**config.mk**
```make
export PLATFORM = sky130hd
export DESIGN_NAME = ds_arbiter_flat
export DESIGN_NICKNAME = d
export VERILOG_FILES = /design/src/rtl/ds_arb_pkg.sv /design/src/rtl/ds_arbiter_if.sv /design/src/rtl/rr_pick2.sv /design/src/rtl/ds_arbiter.sv /design/src/flat_wrapper.sv
export SDC_FILE = /design/constraint.sdc
export NUM_CORES = 1
export LEC_CHECK = 0
export ABC_AREA = 1
export BUFFER_PORTS_ARGS = -buffer_cell sky130_fd_sc_hd__buf_2
export CAP_MARGIN = 10
export CORE_MARGIN = 5
export CORE_UTILIZATION = 46
export CTS_CLUSTER_SIZE = 40
export DETAILED_ROUTE_END_ITERATION = 10
export PLACE_DENSITY = 0.8
export SYNTH_ARGS = -nofsm -noshare
export SYNTH_HDL_FRONTEND = slang
export SYNTH_SLANG_ARGS = --single-unit
```
**constraint.sdc**
```tcl
create_clock -name clock -period 2.95 [get_ports clock]
set_input_delay 0.59 -clock clock [delete_from_list [all_inputs] [get_ports clock]]
set_output_delay 0.59 -clock clock [all_outputs]
set_load 0.01 [all_outputs]
```
**src/rtl/ds_arb_pkg.sv**
```systemverilog
// Shared types and defaults for the DS RAM arbiter.
// The FSM state encoding is also visible on the o_state observer port.
package ds_arb_pkg;

    localparam int AW_DEF = 16;
    localparam int DW_DEF = 16;

    typedef enum logic [1:0] {
        IDLE   = 2'd0,
        ACCESS = 2'd1,
        DONE   = 2'd2
    } state_t;

endpackage

```
**src/rtl/ds_arbiter_if.sv**
```systemverilog
// Requester-side bus of the DS arbiter: two request ports plus the shared read data.
// master = requesters (CPU core / loader), slave = arbiter.
interface ds_arbiter_if
    import ds_arb_pkg::*;
#(
    parameter int AW = AW_DEF,
    parameter int DW = DW_DEF
);
    logic          req0;
    logic          req1;
    logic          we0;
    logic          we1;
    logic [AW-1:0] addr0;
    logic [AW-1:0] addr1;
    logic [DW-1:0] wd0;
    logic [DW-1:0] wd1;
    logic          gnt0;
    logic          gnt1;
    logic          done0;
    logic          done1;
    logic [DW-1:0] rdata;

    modport master (
        output req0, req1, we0, we1, addr0, addr1, wd0, wd1,
        input  gnt0, gnt1, done0, done1, rdata
    );

    modport slave (
        input  req0, req1, we0, we1, addr0, addr1, wd0, wd1,
        output gnt0, gnt1, done0, done1, rdata
    );
endinterface

```
**src/rtl/rr_pick2.sv**
```systemverilog
// Combinational two-way picker: lone requester wins; on a tie either port 0
// (fixed priority) or the port not granted last (round-robin).
module rr_pick2
    import ds_arb_pkg::*;
#(
    parameter bit FIXED_PRIO = 1'b0
) (
    input  logic i_req0,
    input  logic i_req1,
    input  logic i_last,
    output logic o_win,
    output logic o_valid
);

    always_comb begin
        o_valid = i_req0 | i_req1;
        o_win   = 1'b0;
        if (i_req0 && i_req1) begin
            o_win = FIXED_PRIO ? 1'b0 : ~i_last;
        end else begin
            o_win = i_req1;
        end
    end

endmodule

```
**src/rtl/ds_arbiter.sv**
```systemverilog
// Two-port arbiter/sequencer for the single-port data RAM (registered-input,
// unregistered-output RAM). One access in flight; IDLE -> ACCESS -> DONE.
module ds_arbiter
    import ds_arb_pkg::*;
#(
    parameter int AW         = AW_DEF,
    parameter int DW         = DW_DEF,
    parameter bit FIXED_PRIO = 1'b0
) (
    input  logic          clock,
    input  logic          reset,
    ds_arbiter_if.slave   bus,
    output logic [AW-1:0] ram_addr,
    output logic [DW-1:0] ram_wd,
    output logic          ram_we,
    input  logic [DW-1:0] ram_q,
    output logic [1:0]    o_state
);

    state_t        r_state;
    state_t        w_state_next;
    logic          w_grant;
    logic          w_win;
    logic          w_valid;
    logic [1:0]    w_req;
    logic [1:0]    w_we;
    logic [AW-1:0] w_addr [2];
    logic [DW-1:0] w_wd   [2];

    logic [AW-1:0] r_ram_addr;
    logic [DW-1:0] r_ram_wd;
    logic          r_ram_we;
    logic          r_owner;
    logic          r_is_read;
    logic          r_last;
    logic [1:0]    r_gnt;
    logic [1:0]    r_done;
    logic [DW-1:0] r_rdata;

    assign w_req     = {bus.req1, bus.req0};
    assign w_we      = {bus.we1, bus.we0};
    assign w_addr[0] = bus.addr0;
    assign w_addr[1] = bus.addr1;
    assign w_wd[0]   = bus.wd0;
    assign w_wd[1]   = bus.wd1;

    rr_pick2 #(
        .FIXED_PRIO (FIXED_PRIO)
    ) u_pick (
        .i_req0  (w_req[0]),
        .i_req1  (w_req[1]),
        .i_last  (r_last),
        .o_win   (w_win),
        .o_valid (w_valid)
    );

    always_ff @(posedge clock or negedge reset) begin
        if (!reset) begin
            r_state <= IDLE;
        end else begin
            r_state <= w_state_next;
        end
    end

    always_comb begin
        w_state_next = r_state;
        w_grant      = 1'b0;
        case (r_state)
            IDLE: begin
                if (w_valid) begin
                    w_grant      = 1'b1;
                    w_state_next = ACCESS;
                end
            end
            ACCESS: begin
                w_state_next = DONE;
            end
            DONE: begin
                // Re-arbitrate here so a held request runs back-to-back.
                if (w_valid) begin
                    w_grant      = 1'b1;
                    w_state_next = ACCESS;
                end else begin
                    w_state_next = IDLE;
                end
            end
            default: begin
                w_state_next = IDLE;
            end
        endcase
    end

    always_ff @(posedge clock or negedge reset) begin
        if (!reset) begin
            r_ram_addr <= '0;
            r_ram_wd   <= '0;
            r_ram_we   <= 1'b0;
            r_owner    <= 1'b0;
            r_is_read  <= 1'b0;
            r_last     <= 1'b1;
            r_gnt      <= '0;
            r_done     <= '0;
            r_rdata    <= '0;
        end else begin
            r_gnt  <= '0;
            r_done <= '0;
            if (w_grant) begin
                r_ram_addr   <= w_addr[w_win];
                r_ram_wd     <= w_wd[w_win];
                r_ram_we     <= w_we[w_win];
                r_is_read    <= ~w_we[w_win];
                r_owner      <= w_win;
                r_last       <= w_win;
                r_gnt[w_win] <= 1'b1;
            end
            // RAM latches addr/we on the edge leaving ACCESS; write is committed there.
            if (r_state == ACCESS) begin
                r_ram_we        <= 1'b0;
                r_done[r_owner] <= 1'b1;
            end
            if (r_state == DONE && r_is_read) begin
                r_rdata <= ram_q;
            end
        end
    end

    // RAM output is unregistered, so during a read's done cycle the data is
    // forwarded straight from ram_q; the held copy covers every other cycle.
    assign bus.rdata = ((|r_done) && r_is_read) ? ram_q : r_rdata;
    assign bus.gnt0  = r_gnt[0];
    assign bus.gnt1  = r_gnt[1];
    assign bus.done0 = r_done[0];
    assign bus.done1 = r_done[1];
    assign ram_addr  = r_ram_addr;
    assign ram_wd    = r_ram_wd;
    assign ram_we    = r_ram_we;
    assign o_state   = r_state;

endmodule

```
**src/flat_wrapper.sv**
```systemverilog
// flat-port wrapper written by rule: the top's interface ports become plain ports
module ds_arbiter_flat import ds_arb_pkg::*;
#(
    parameter int AW         = AW_DEF,
    parameter int DW         = DW_DEF,
    parameter bit FIXED_PRIO = 1'b0
)
  (clock, reset, ram_addr, ram_wd, ram_we, ram_q, o_state, bus_req0, bus_req1, bus_we0, bus_we1, bus_addr0, bus_addr1, bus_wd0, bus_wd1, bus_gnt0, bus_gnt1, bus_done0, bus_done1, bus_rdata);
  ds_arbiter_if #(.AW(AW), .DW(DW)) bus_i ();
  input  logic clock;
  input  logic reset;
  output logic [AW-1:0] ram_addr;
  output logic [DW-1:0] ram_wd;
  output logic ram_we;
  input  logic [DW-1:0] ram_q;
  output logic [1:0] o_state;
  input wire logic [$bits(bus_i.req0)-1:0] bus_req0;
  input wire logic [$bits(bus_i.req1)-1:0] bus_req1;
  input wire logic [$bits(bus_i.we0)-1:0] bus_we0;
  input wire logic [$bits(bus_i.we1)-1:0] bus_we1;
  input wire logic [$bits(bus_i.addr0)-1:0] bus_addr0;
  input wire logic [$bits(bus_i.addr1)-1:0] bus_addr1;
  input wire logic [$bits(bus_i.wd0)-1:0] bus_wd0;
  input wire logic [$bits(bus_i.wd1)-1:0] bus_wd1;
  output wire logic [$bits(bus_i.gnt0)-1:0] bus_gnt0;
  output wire logic [$bits(bus_i.gnt1)-1:0] bus_gnt1;
  output wire logic [$bits(bus_i.done0)-1:0] bus_done0;
  output wire logic [$bits(bus_i.done1)-1:0] bus_done1;
  output wire logic [$bits(bus_i.rdata)-1:0] bus_rdata;
  assign bus_i.req0 = bus_req0;
  assign bus_i.req1 = bus_req1;
  assign bus_i.we0 = bus_we0;
  assign bus_i.we1 = bus_we1;
  assign bus_i.addr0 = bus_addr0;
  assign bus_i.addr1 = bus_addr1;
  assign bus_i.wd0 = bus_wd0;
  assign bus_i.wd1 = bus_wd1;
  assign bus_gnt0 = bus_i.gnt0;
  assign bus_gnt1 = bus_i.gnt1;
  assign bus_done0 = bus_i.done0;
  assign bus_done1 = bus_i.done1;
  assign bus_rdata = bus_i.rdata;
  ds_arbiter #(.AW(AW), .DW(DW), .FIXED_PRIO(FIXED_PRIO)) u_core (.clock(clock), .reset(reset), .bus(bus_i), .ram_addr(ram_addr), .ram_wd(ram_wd), .ram_we(ram_we), .ram_q(ram_q), .o_state(o_state));
endmodule
```
==> results of run 1 <==
-- worst max-delay path, stage by stage, from the launching register on --
cell and delay [ns]:
dfrtp_1 0.38, o21ai_2 0.12, buf_4 0.28, nand2_1 0.09, o21ai_1 0.08, buf_2 0.14
-- stage by stage --
stage	utilization, %	std cells	total power [W]	area, µm²	hold WS, ns
final	61.5	600	0.00270	3860	0.164
after global routing	61.5	600	0.00292	3860	0.170
after CTS	61.5	600	0.00274	3860	0.160
after detailed placement	58.6	584	0.00207	3680	0.414
after global placement	58.6	584	0.00204	3680	0.409
after floorplan	-	382	0.00167	2930	0.294
-- path summary, 6_finish.rpt --
path	slack, ns	to	depth (start not counted)
max in group asynchronous	2.10	u_core.r_last	2
hold reg to reg	0.42	u_core.r_done[0]	1
setup reg to reg	1.10	u_core.r_rdata[3]	3
min in group clock	0.42	u_core.r_done[0]	1
setup / recovery	0.95	bus_rdata[9]	5
hold / removal	0.16	u_core.r_rdata[0]	1
-- sequential cells by signal (all words and copies together) (netlist names) --
signal and count:
u_core.r_owner 1, u_core.ram_wd 16, u_core.r_is_read 1, u_core.r_gnt 2, u_core.ram_addr 16, u_core.r_last 1
u_core.r_rdata 16, u_core.r_done 2, u_core.ram_we 1, u_core.o_state 2
-- where the power goes --
part           internal (W)  total (W)  switching (W)
clock              0.000371   0.000649       0.000278
sequential          0.00102    0.00115       0.000126
combinational      0.000378   0.000897       0.000518
-- layout by cell type, fill, tap and decap left out, drive strengths merged --
cell / count
clkbuf: 14
or2: 1
dfstp: 1
buf: 147
nand3: 34
dfrtp: 57
nor2: 7
a21boi: 1
clkinv: 2
nand2: 137
inv: 54
nand3b: 32
o21ai: 36
-- synth_stat cells --
cell,n
nand2_2,2
or2_2,1
nor2_1,6
buf_4,4
buf_2,9
dfrtp_1,57
o21ai_4,1
clkbuf_1,6
buf_1,3
a21boi_0,1
dfstp_2,1
inv_1,54
nand2_1,135
o21ai_1,6
nor2_4,1
o21ai_0,29
nand3_1,34
nand3b_1,32
-- per-layer routing --
| layer | global-route usage, % | vias to the layer above | routed length (µm) |
|---|---|---|---|
| met2 | 31.6 | 98 | 3580 |
| met3 | 5.59 | 10 | 550 |
| met5 | 0 | - | 0 |
| met1 | 23.7 | 1278 | 3260 |
| li1 | - | 1459 | - |
| met4 | 6.17 | 0 | 86 |
-- layout make-up --
cell class / instances / area, µm²
Sequential cell: 58 / 1450
Multi-Input combinational cell: 248 / 1170
Fill cell: 591 / 2420
Timing Repair Buffer: 147 / 753
Clock buffer: 14 / 173
Inverter: 54 / 203
Tap cell: 77 / 96.3
Clock inverter: 2 / 10.0
-- logic make-up (layout without fill, tap and decap cells) --
kind of cell           after synthesis  count (layout)  synth area share [%]
DFF                                 58              58                  49.5
buffers and inverters               76             217                  10.6
AOI/OAI and AO/OA                   37              37                  6.78
and+or+nand+nor                    211             211                  33.1
==> out/results.tsv, run 1 <==
metric	value	unit
pre_cts_slack	1.06	ns
gp_congestion	0.776	
cp-end-kind	primary output	
layout_min_cycle_time	2.00	ns
dr.pass1.iters	4	
core	6280	µm²
post_drt_wl_per_cell	12.5	µm
yosysWarnings	0	
hold_buffers	0	
clock_latency	0.32	ns
start_kind	flop	
diodes	0	
netlist_instances	382	
slew_headroom	36.7	%
critPathArrivalTime	1.41	ns
worst_pin_slew	0.946	ns
fin_ws	0.950	ns
dieArea	8070	µm²
grt_max_degree	35	
ios	141	
r2r-start	u_core.o_state[0]	
clkTransAtPathRegs	0.06	ns
grt_pass1_vias	2887	
max_cap_violations	0	
yosysTopAreaCell	dfrtp_1	
synth_area	2930	µm²
avgViaCountPerCell	4.74	
ant_nets	0	
required	2.36	ns
setup_viol	0	
die_y	89.8	µm
totalWireLength	7480	µm
final_hold_viol_count	0	
synth_top_cell_area_share	48.6	%
critPathKind	reg -> out	
grt_pass1_wl	13000	µm
p_per_area	698	nW/µm²
clock_path_buffers	2	
critPathLaunch	u_core.r_done[1]	
drive_gt1_share	32.1	%
dr_total_vias	2845	
finalMaxSlewViolations	0	
run_status	completed	
yosysSeqAreaShare	49.5	%
cts_buffers	9	
power_leakage	2.30	nW
clock_skew	0.00219	ns
synth.area.top_cells	dfrtp_1 49%, nand2_1 17%, nand3b_1 8.2%	
hp-class	in -> async	
post-route-period-util	67.8	%
synth-seq-cells	58	
grt.total_usage	19.0	%
fmax	0.500	GHz
initial_utilization	46.7	%
ir_drop	0.348	mV
die_w	89.8	µm
tns	0	ns
antenna_found_initial	0	
rsz0062_at_grt	no	
hpwl	5710	µm
first_iter_violations	105	
row_count	29	
cts_setup_buffers	0	
area_delta_synth_final	31.6	%
root_buffer	clkbuf_8	
worstPathMaxFanout	32	
cts.repair.resized	0	
port-buffer-count	140	
synth_area_per_cell	7.68	µm²
finalNetCount	604	
cts.htree.levels	3	
grt-ovfl-total	0	
syn-num-nets	468	
cts_tree	done	
drc	0	
synth_cell_type_count	18	
cts.sinks	58	
No activity file was read; power rests on OpenSTA's default activity.
==> inputs of run 2 (changes only) <==
--- a/config.mk
+++ b/config.mk
@@ -9,10 +9,10 @@
 export BUFFER_PORTS_ARGS = -buffer_cell sky130_fd_sc_hd__buf_2
 export CAP_MARGIN = 10
 export CORE_MARGIN = 5
-export CORE_UTILIZATION = 46
+export CORE_UTILIZATION = 42
 export CTS_CLUSTER_SIZE = 40
 export DETAILED_ROUTE_END_ITERATION = 10
-export PLACE_DENSITY = 0.8
+export PLACE_DENSITY = 0.77
 export SYNTH_ARGS = -nofsm -noshare
 export SYNTH_HDL_FRONTEND = slang
 export SYNTH_SLANG_ARGS = --single-unit
==> constraint.sdc (replaced) <==
create_clock -name clock -period 1.7 [get_ports clock]
set_input_delay 0.34 -clock clock [delete_from_list [all_inputs] [get_ports clock]]
set_output_delay 0.34 -clock clock [all_outputs]
set_load 0.01 [all_outputs]
==> out/results.tsv, run 2 (synthesized netlist as in run 1, its figures left out) <==
metric	value	unit
final_common_cell	buf_2	
worstPathMaxFanout	32	
finalMaxSlewViolations	0	
r2r_cells	6	
final_core_util	58.3	%
ios	141	
avgViaCountPerCell	4.60	
max_cap_violations	0	
clkTransAtPathRegs	0.06	ns
layout_common_cells	140 x buf_2, 135 x nand2_1, 57 x dfrtp_1, 54 x inv_1, 34 x nand3_1	
grt.total_usage	18.1	%
p_per_area	1210	nW/µm²
dr_total_vias	2850	
grt_max_degree	59	
hold_buffers	0	
slew_headroom	79.7	%
r2r-end	u_core.ram_wd[14]	
cts.repair.resized	0	
post-route-period-util	101	%
start_kind	flop	
fmax	0.583	GHz
run_status	complete, but fails checks	
required	1.36	ns
clock_latency	0.32	ns
ir_drop	0.516	mV
cts_setup_buffers	0	
post_drt_wl_per_cell	12.3	µm
drive_gt1_share	32.3	%
dieArea	8750	µm²
grt_pass1_vias	2784	
grt-ovfl-total	0	
final_hold_viol_count	0	
clock_skew	0.00556	ns
critPathKind	reg -> out	
failed_checks	negative setup slack	
cts_buffers	9	
cts_tree	done	
ant_nets	0	
r2r-start	u_core.r_last	
clock_path_buffers	2	
cp-end-kind	primary output	
layout_min_cycle_time	1.72	ns
root_buffer	clkbuf_8	
initial_utilization	43.2	%
hp-class	in -> async	
grt_pass1_wl	12500	µm
diodes	0	
setup_viol	1	
port-buffer-count	140	
r2r_slack	0.39	ns
die_y	93.6	µm
worst_pin_slew	0.303	ns
row_count	30	
holdWs	0.0107	ns
cts.sinks	58	
cts.htree.levels	3	
antenna_found_initial	0	
dr.pass1.iters	4	
critPathArrivalTime	1.38	ns
gp_congestion	0.767	
fin_ws	-0.0157	ns
rsz0062_at_grt	yes	
drc	0	
hpwl	5790	µm
power_leakage	2.33	nW
totalWireLength	7620	µm
finalNetCount	606	
area_delta_synth_final	35.2	%
first_iter_violations	126	
die_w	93.6	µm
core	6790	µm²
[run 2: metal layers]
metal	up-vias	share of wire, %	GRT usage, %
met5	-	0	0
met4	0	1.4	6.98
met3	10	9.6	4.59
met2	111	47	29.1
met1	1274	42	23.5
li1	1455	-	-
[run 2: area by class of cell]
type,count,area (µm²)
flip-flops and latches,58,1450
fillers,629,2830
clock buffers,12,145
multi-input cells,248,1170
well taps,96,120
inverters,54,203
clock inverters,3,40.0
repair buffers,149,831
[run 2: power breakdown]
part | total [W] | switching, W | internal (W)
Sequential | 0.00199 | 0.000216 | 0.00178
Clock | 0.00120 | 0.000491 | 0.000705
Combinational | 0.00161 | 0.000904 | 0.000701
[run 2: worst max path at each step]
stage / start / end / depth (start not counted)
2_1_floorplan: u_core.r_done[1] / bus_rdata[11] / 4
6_report: u_core.r_done[1] / bus_rdata[0] / 5
4_1_cts: u_core.r_done[1] / bus_rdata[0] / 5
5_1_grt: u_core.r_done[1] / bus_rdata[5] / 5
3_3_place_gp: u_core.r_done[1] / bus_rdata[0] / 5
3_5_place_dp: u_core.r_done[1] / bus_rdata[0] / 5
[run 2: critical path: stages, from the launching register on]
cell	delay [ns]
dfrtp_1	0.38
o21ai_2	0.18
buf_12	0.18
nand2_1	0.07
o21ai_0	0.07
buf_2	0.16
[run 2: through the flow]
| stage | power [W] | instances | setup slack [ns] | setup TNS [ns] | instance area (µm²) |
|---|---|---|---|---|---|
| CTS | 0.00486 | 620 | -0.0535 | -0.154 | 3960 |
| floorplan | 0.00290 | 382 | 0.261 | 0 | 2930 |
| global route | 0.00517 | 620 | -0.0956 | -1.11 | 3960 |
| global placement | 0.00358 | 605 | 0.371 | 0 | 3780 |
| finish | 0.00479 | 620 | -0.0157 | -0.0157 | 3960 |
| detailed placement | 0.00364 | 605 | 0.307 | 0 | 3780 |
==> inputs of run 3 (changes only) <==
--- a/config.mk
+++ b/config.mk
@@ -8,11 +8,14 @@
 export ABC_AREA = 1
 export BUFFER_PORTS_ARGS = -buffer_cell sky130_fd_sc_hd__buf_2
 export CAP_MARGIN = 10
+export CELL_PAD_IN_SITES_DETAIL_PLACEMENT = 1
+export CELL_PAD_IN_SITES_GLOBAL_PLACEMENT = 1
 export CORE_MARGIN = 5
-export CORE_UTILIZATION = 42
+export CORE_UTILIZATION = 29
 export CTS_CLUSTER_SIZE = 40
 export DETAILED_ROUTE_END_ITERATION = 10
 export PLACE_DENSITY = 0.77
+export RECOVER_POWER = 25
 export SYNTH_ARGS = -nofsm -noshare
 export SYNTH_HDL_FRONTEND = slang
 export SYNTH_SLANG_ARGS = --single-unit
==> out/results.tsv, run 3 (synthesized netlist as in run 1, its figures left out) <==
metric	value	unit
cts.htree.levels	3	
fin_total_pwr	0.00534	W
grt-ovfl-total	0	
gr-usage-met3	5.42	%
area_delta_synth_final	38.8	%
critPathLaunch	u_core.r_done[1]	
antenna_found_initial	0	
worstPathMaxFanout	32	
gr-usage-met1	19.0	%
post-route-period-util	104	%
switchingPower	0.00175	W
cts_buffers	9	
grt_max_degree	59	
clock_latency	0.34	ns
ant_nets	0	
clock_path_buffers	2	
layout_common_cells	140 x buf_2, 135 x nand2_1, 57 x dfrtp_1, 54 x inv_1, 34 x nand3_1	
failed_checks	negative setup slack	
p_comb_share	30.5	%
p_int	0.00359	W
ir_drop	0.355	mV
cp-end-kind	primary output	
min_path_cells	3	
r2r_slack	0.31	ns
post_drt_wl_per_cell	14.1	µm
diodes	0	
multi_input_area	1170	µm²
rsz0062_at_grt	yes	
worst_pin_slew	1.46	ns
die_y	111	µm
critPathArrivalTime	1.42	ns
core	9820	µm²
totalWireLength	9280	µm
grt_pass1_wl	15600	µm
hp-class	in -> reg	
power.share.clock	32.2	%
p_per_area	1310	nW/µm²
slew_headroom	2.89	%
root_buffer	clkbuf_8	
final_common_cell	buf_2	
run_status	complete, but fails checks	
grt_pass1_vias	3175	
drc	0	
layout_min_cycle_time	1.76	ns
hpwl	6960	µm
die_w	111	µm
initial_utilization	29.9	%
ios	141	
dr_total_vias	2953	
final_core_util	41.5	%
hp-start	ram_q[0]	
dieArea	12200	µm²
port-buffer-count	140	
start_kind	flop	
final_hold_viol_count	0	
placed_area	3820	µm²
hold_path_end	u_core.r_rdata[0]	
design_area	4070	µm²
gp_congestion	0.802	
fin_ws	-0.0611	ns
power_leakage	2.36	nW
clock_skew	0.0104	ns
required	1.36	ns
grt.total_usage	15.5	%
finalMaxSlewViolations	0	
grtUsageMet2	24.9	%
r2r-end	u_core.ram_addr[11]	
busiest_layer	met2	
finalNetCount	607	
avgViaCountPerCell	4.48	
final-seq-area	1450	µm²
clkTransAtPathRegs	0.07	ns
row_count	36	
holdWs	0.259	ns
r2r_cells	6	
first_iter_violations	149	
cts.sinks	58	
setup_viol	16	
sequentialPowerShare	37.3	%
fmax	0.568	GHz
cts_tree	done	
max_cap_violations	0	
fill_cells	1278	
dr.pass1.iters	4	
sw_frac_of_total	32.8	%
r2r-start	u_core.r_last	
hold_buffers	0	
drive_gt1_share	32.9	%
critPathKind	reg -> out	
[run 3: cell types whose count changed in the layout (fill, tap and decap cells not counted), sizes merged]
| cell | before | now |
|---|---|---|
| clkbuf | 12 | 10 |
| clkinvlp | 0 | 1 |
| bufinv | 1 | 4 |
[run 3: layer usage]
| layer | up-vias | share of wire, % |
|---|---|---|
| li1 | 1460 | - |
| met1 | 1360 | 43 |
| met2 | 117 | 47 |
| met3 | 16 | 8.1 |
| met4 | 0 | 2.0 |
| met5 | - | 0 |
[run 3: power by group through the flow]
stage | registers, W | clock network (W) | logic [W]
2_1_floorplan | 0.00207 | 0 | 0.000836
3_3_place_gp | 0.00200 | 0 | 0.00162
3_5_place_dp | 0.00201 | 0 | 0.00168
4_1_cts | 0.00200 | 0.00176 | 0.00168
5_1_grt | 0.00204 | 0.00183 | 0.00184
6_report | 0.00199 | 0.00172 | 0.00163
[run 3: area by class of cell]
| class | count | area share [%] |
|---|---|---|
| well taps | 133 | 4.09 |
| multi-input cells | 248 | 28.8 |
| clock inverters | 7 | 3.47 |
| inverters | 54 | 4.98 |
| repair buffers | 150 | 19.9 |
| clock buffers | 9 | 3.04 |
| flip-flops and latches | 58 | 35.7 |
[run 3: worst max-delay path, cell delays in order (launching register included)]
cell	delay (ns)
dfrtp_1	0.39
o21ai_2	0.18
buf_12	0.19
nand2_1	0.07
o21ai_0	0.08
buf_2	0.16
[run 3: stage by stage]
step,instances,TNS (ns),setup WS [ns]
final,659,-0.693,-0.0611
after global routing,659,-2.40,-0.168
after CTS,659,-1.31,-0.107
after detailed placement,643,0,0.205
after global placement,643,0,0.297
after floorplan,382,0,0.261
[run 3: worst max path at each step]
stage                                to  slack [ns]  cells after the start
finish                    bus_rdata[11]       -0.06                      5
global route               bus_rdata[2]       -0.17                      5
CTS                        bus_rdata[9]       -0.11                      5
detailed placement  u_core.ram_addr[11]        0.20                      6
global placement       u_core.ram_wd[9]        0.30                      6
floorplan                 bus_rdata[11]        0.26                      4
[run 3: repair_timing]
| item | 4_1_cts | 5_1_grt |
|---|---|---|
| buffers inserted | 0 | 0 |
| endpoints found under the hold margin | 0 | 0 |
| gates resized for setup | 0 | 0 |
| endpoints found under the setup margin | 16 | 16 |
| pin swaps | 0 | 0 |
